==> config.mk <==
export PLATFORM = sky130hd
export DESIGN_NAME = moving_average_engine
export DESIGN_NICKNAME = d
export VERILOG_FILES = /design/src/rtl/moving_average_engine.sv
export SDC_FILE = /design/constraint.sdc
export NUM_CORES = 1
export LEC_CHECK = 0
export BUFFER_PORTS_ARGS = -buffer_cell sky130_fd_sc_hd__buf_4
export CELL_PAD_IN_SITES_DETAIL_PLACEMENT = 0
export CELL_PAD_IN_SITES_GLOBAL_PLACEMENT = 1
export CORE_ASPECT_RATIO = 1.75
export CORE_MARGIN = 3
export CORE_UTILIZATION = 45
export CTS_BUF_LIST = sky130_fd_sc_hd__clkbuf_4
export CTS_CLUSTER_SIZE = 30
export DETAILED_ROUTE_END_ITERATION = 7
export GPL_TIMING_DRIVEN = 0
export PLACE_DENSITY_LB_ADDON = 0.3
export REMOVE_ABC_BUFFERS = 1
export SLEW_MARGIN = 20
export SYNTH_ARGS = -nofsm -noshare
export SYNTH_HDL_FRONTEND = slang
export SYNTH_SLANG_ARGS = --single-unit
==> constraint.sdc <==
create_clock -name clk -period 49.7 [get_ports clk]
set_clock_uncertainty 0.15 [all_clocks]
set_input_delay 14.91 -clock clk [delete_from_list [all_inputs] [get_ports clk]]
set_output_delay 14.91 -clock clk [all_outputs]
set_load 0.05 [all_outputs]
==> src/rtl/moving_average_engine.sv <==
// Rolling-window mean of unsigned samples: circular buffer plus running sum,
// one accepted sample per four cycles, result registered after a divide step.
module moving_average_engine #(
    parameter int unsigned WINDOW = 20,
    parameter int unsigned DW     = 16
) (
    input  logic          clk,
    input  logic          rst,
    input  logic          in_valid,
    input  logic [DW-1:0] new_price,
    input  logic          clear,
    output logic          in_ready,
    output logic [31:0]   moving_avg,
    output logic [31:0]   window_sum,
    output logic [15:0]   sample_count,
    output logic          full,
    output logic          done
);

    localparam int unsigned SW = $clog2(WINDOW) + DW;
    localparam int unsigned SX = SW + 1;
    localparam int unsigned CW = $clog2(WINDOW + 1);
    localparam int unsigned PW = $clog2(WINDOW);

    typedef enum logic [1:0] {
        IDLE,
        ACCUM,
        DIV,
        DONE
    } state_t;

    state_t          state_q;
    state_t          state_n;
    logic [DW-1:0]   sample_q;
    logic [SW-1:0]   sum_q;
    logic [SW-1:0]   sum_next;
    logic [SW-1:0]   quot;
    logic [CW-1:0]   count_q;
    logic [PW-1:0]   wr_ptr_q;
    logic [PW-1:0]   wr_ptr_next;
    logic [31:0]     avg_q;
    logic [31:0]     wsum_q;
    logic [DW-1:0]   buf_mem [WINDOW];

    assign in_ready     = (state_q == IDLE) && !clear;
    assign full         = (count_q == CW'(WINDOW));
    assign done         = (state_q == DONE);
    assign sample_count = 16'(count_q);
    assign moving_avg   = avg_q;
    assign window_sum   = wsum_q;

    always_ff @(posedge clk) begin
        if (rst) begin
            state_q <= IDLE;
        end else begin
            state_q <= state_n;
        end
    end

    always_comb begin
        state_n = state_q;
        case (state_q)
            IDLE:    if (in_valid && in_ready) state_n = ACCUM;
            ACCUM:   state_n = DIV;
            DIV:     state_n = DONE;
            DONE:    state_n = IDLE;
            default: state_n = IDLE;
        endcase
    end

    // One extra bit absorbs sum+sample before the evicted sample is removed.
    always_comb begin
        sum_next    = SW'({1'b0, sum_q} + SX'(sample_q)
                          - (full ? SX'(buf_mem[wr_ptr_q]) : SX'(0)));
        wr_ptr_next = (wr_ptr_q == PW'(WINDOW - 1)) ? '0 : wr_ptr_q + PW'(1);
        quot        = sum_q / SW'(count_q);
    end

    always_ff @(posedge clk) begin
        if (rst) begin
            sample_q <= '0;
            sum_q    <= '0;
            count_q  <= '0;
            wr_ptr_q <= '0;
            avg_q    <= '0;
            wsum_q   <= '0;
        end else begin
            case (state_q)
                IDLE: begin
                    if (clear) begin
                        sum_q    <= '0;
                        count_q  <= '0;
                        wr_ptr_q <= '0;
                    end else if (in_valid) begin
                        sample_q <= new_price;
                    end
                end
                ACCUM: begin
                    sum_q    <= sum_next;
                    wr_ptr_q <= wr_ptr_next;
                    if (!full) count_q <= count_q + CW'(1);
                end
                DIV: begin
                    avg_q  <= 32'(quot);
                    wsum_q <= 32'(sum_q);
                end
                default: ;
            endcase
        end
    end

    // Buffer needs no reset: count_q decides which entries are meaningful.
    always_ff @(posedge clk) begin
        if (state_q == ACCUM) buf_mem[wr_ptr_q] <= sample_q;
    end

endmodule
==> results.txt <==
In this run the horizontal extent of the chip is 186 um. STA classifies the critical path endpoint as a flop. Setup repair after global routing left no endpoint under its margin. The tools report the effective utilization at floorplan as 0.458. At the pin with the least slew margin, the transition time is 1120 ps. TritonCTS built the clock tree.

The detail-routed via count per cell was 5.88. In this run, synthesis inferred 320 flip-flops with an integrated enable. The number of global-route vias before repair is 18900, and the maximum number of pins on one net before global-route repair is 90. The path type of the worst setup path was flop to flop.

The count of endpoints failing hold in the final timing report was 0; the number of port buffers was 69. The first routing iteration left 943 violations. The region available for standard cell placement spans 55600 um2. The later pin in the worst-skew pair is clocked with a latency of 840 ps. Routability-driven placement finished with a final weighted congestion of 0.868.

The sequential element share of the synthesized area was 0.452. Most repeated library cell on the critical path: sky130_fd_sc_hd__o21a_1. For the timing-limited maximum frequency, the log shows 21.9 MHz. The tools report the clock net sink count as 416.

The final worst-path cycle share works out to 0.918. The cell at the root of the clock tree was sky130_fd_sc_hd__clkbuf_4. Once routing completed, OpenROAD measured the worst setup slack at 4090 ps. The startpoint kind of the worst setup timing path was a flop. Tracing the worst setup path back leads to its startpoint at count_q[0]$_SDFFE_PP0P_. The total count of max-transition violations in the final report was 0. The total wire length after detailed routing was 64000 um.

Global-route usage over all layers: 0.216. For the worst setup slack before clock tree synthesis, the log shows 2840 ps. The run finished with clean final reports. For this run, the number of Yosys warnings is 0. Post-synthesis to final-layout area growth: 9.65%. Async set-or-reset flop fraction in the synthesized netlist: 0.

The overall via count from detail_route was 18400. Leaving out fill and tap cells, the most frequent cell in the layout is sky130_fd_sc_hd__edfxtp_1. Slowest library cell on the worst path: sky130_fd_sc_hd__nor4b_2.

Cell area after synthesis: 25500 um2. In the layout the commonest cells are sky130_fd_sc_hd__edfxtp_1 (320), sky130_fd_sc_hd__nor2_1 (238), sky130_fd_sc_hd__clkbuf_4 (147). The worst min-delay path startpoint was moving_avg[19]$_SDFFE_PP0P_.

The reported max-cap violation count is 0, and the final setup TNS is 0 ps. The logs give 45800 um for the detailed-placement wirelength estimate and 5031 for the number of filler instances in the final layout. In the synthesized netlist, the number of instances is 2269. The height of the die came out at 321 um. The commonest register cell after synthesis is sky130_fd_sc_hd__edfxtp_1. The clock tree synthesis step divided the H-tree into 3 levels. On the critical path the largest part of the delay comes from compound AO/OA/AOI/OAI gates. After detailed routing, the average wire length per cell comes to 20.4 um.

The min-delay analysis places its worst path in the category flop to flop. The final-stage net count was 2519. Registers take 11500 um2. The number of CTS-inserted buffers was 95. Setup violations remaining at the end of the flow were counted as 0.

The run gives 103 as the number of top-level design ports. Tightest slew margin relative to the limit: 0.251. Data on the critical path is required at its endpoint by 50210 ps.

In this run the critical register-to-register path is launched from count_q[0]$_SDFFE_PP0P_. The share of post-route cells with drive strength above 1 was 0.190. The logs give 0 for the remaining routing DRC violations and 3 for the buffer depth of the longest clock path. In this run the core area contains 114 standard-cell rows. The critical path contains buffers and inverters numbering 3 combined. STA puts the critical path data arrival time at 46120 ps. In this run the remaining antenna-violating nets after routing total 0. The die covers 59700 um2. In this run, synthesis produced a sequential element count of 416. The number of different library cells used by synthesis comes to 122. The number of antenna violations at the first check in global routing is 1, and the clock-pin slew reported for the worst setup and hold paths after clock tree synthesis is 70 ps.

The first TritonRoute pass finished after 5 iterations. The final critical path time including I/O delays and setup came out at 45610 ps. The first global-routing pass estimated 101000 um of wire.

The tools report the footprint of the multi-input gates as 13100 um2. In this run the worst path has a maximum fanout of 13. In this run the mean area of a mapped cell was 11.2 um2. Summed over all layers, the global routing overflow is 0. The largest stage delay on the critical path is 620 ps.
-- cells in the mapped netlist, types with 17 or more instances --
| library cell | number | share of area |
|---|---|---|
| sky130_fd_sc_hd__edfxtp_1 | 320 | 0.38 |
| sky130_fd_sc_hd__nor2_1 | 239 | 0.035 |
| sky130_fd_sc_hd__nand2_1 | 136 | 0.020 |
| sky130_fd_sc_hd__ha_1 | 130 | 0.064 |
| sky130_fd_sc_hd__inv_1 | 113 | 0.017 |
| sky130_fd_sc_hd__a21oi_1 | 101 | 0.020 |
| sky130_fd_sc_hd__dfxtp_1 | 96 | 0.075 |
| sky130_fd_sc_hd__mux4_2 | 96 | 0.085 |
| sky130_fd_sc_hd__nor3_1 | 83 | 0.016 |
| sky130_fd_sc_hd__clkbuf_1 | 68 | 0.010 |
| sky130_fd_sc_hd__o21a_1 | 56 | 0.016 |
| sky130_fd_sc_hd__o21ai_0 | 56 | 0.011 |
| sky130_fd_sc_hd__mux2i_1 | 55 | 0.022 |
| sky130_fd_sc_hd__xnor2_1 | 47 | 0.016 |
| sky130_fd_sc_hd__and2_1 | 41 | 0.010 |
| sky130_fd_sc_hd__nand3_1 | 36 | 0.0071 |
| sky130_fd_sc_hd__buf_4 | 35 | 0.010 |
| sky130_fd_sc_hd__a21o_1 | 30 | 0.0088 |
| sky130_fd_sc_hd__nand2b_1 | 29 | 0.0071 |
| sky130_fd_sc_hd__a22oi_1 | 27 | 0.0080 |
| sky130_fd_sc_hd__mux2_2 | 24 | 0.011 |
| sky130_fd_sc_hd__nand4_1 | 23 | 0.0056 |
| sky130_fd_sc_hd__o21bai_1 | 21 | 0.0062 |
| sky130_fd_sc_hd__xor2_1 | 20 | 0.0069 |
| sky130_fd_sc_hd__a31oi_1 | 18 | 0.0044 |
| sky130_fd_sc_hd__o31ai_1 | 18 | 0.0053 |
| sky130_fd_sc_hd__or3_1 | 18 | 0.0044 |
| sky130_fd_sc_hd__o211ai_1 | 17 | 0.0050 |
-- worst reg2reg max path: cells and delay by family (launching register included) --
family                   cells  cell delay [ps]
AO/OA/AOI/OAI              100            21520
adder cells (fa/ha/maj)     21             6170
buffers and inverters        3              400
flip-flops                   1              540
multiplexers                 4             1150
AND/OR/NAND/NOR             62            15480
-- metrics by stage --
stage	util	hold slack [ps]	instance area, um2	cells
6_report	0.503	324	28000	3134
5_1_grt	0.502	354	27900	3132
4_1_cts	0.501	328	27900	3127
3_5_place_dp	0.478	316	26600	2948
3_3_place_gp	0.474	310	26400	2941
2_1_floorplan	-	320	25000	2176
-- registers in the layout, summed over array words and instances (netlist names), named ones only --
| name | cells |
|---|---|
| buf_mem | 320 |
| count_q | 5 |
| sample_q | 16 |
| window_sum | 21 |
| sum_q | 21 |
| wr_ptr_q | 5 |
| state_q | 2 |
| moving_avg | 21 |
-- worst paths after layout --
path	endpoint	slack, ps	cells after the start
hold reg to reg	moving_avg[19]$_SDFFE_PP0P_	320	2
setup reg to reg	moving_avg[0]$_SDFFE_PP0P_	4090	190
setup / recovery	moving_avg[0]$_SDFFE_PP0P_	4090	190
hold / removal	moving_avg[19]$_SDFFE_PP0P_	320	2
-- kinds of logic (layout without fill, tap and decap cells) --
| logic type | count (synthesis) | count (layout) | synth area share |
|---|---|---|---|
| flops | 416 | 416 | 0.452 |
| xor+xnor | 67 | 67 | 0.0230 |
| mux | 186 | 186 | 0.124 |
| other cells | 1 | 36 | 0.000147 |
| simple gates | 711 | 711 | 0.139 |
| compound gates | 503 | 503 | 0.143 |
| buf+inv | 239 | 373 | 0.0414 |
| fa+ha+maj | 146 | 146 | 0.0764 |
-- metal layers --
metal  up-vias  track usage  part of all wire
met5         -            0                 0
met4         0       0.0792             0.030
met3       131       0.0260             0.037
met2       431        0.421              0.56
met1      9055        0.234              0.37
li1       8803            -                 -
-- layout make-up --
type,count,area share
Multi-Input combinational cell,1646,0.468
Sequential cell,416,0.413
Clock buffer,147,0.0395
Tap cell,696,0.0312
Timing Repair Buffer,79,0.0252
Inverter,114,0.0154
Clock inverter,32,0.00721
Antenna cell,3,0.000269
Timing Repair inverter,1,0.000179
-- repair_timing --
action,CTS,global route
endpoints found under the setup margin,0,1
buffers inserted,0,1
gates resized for setup,0,6
hold buffers,0,0
Power is not shown: default switching activity piles up to over one toggle a cycle in this logic, so the estimate is an artifact.
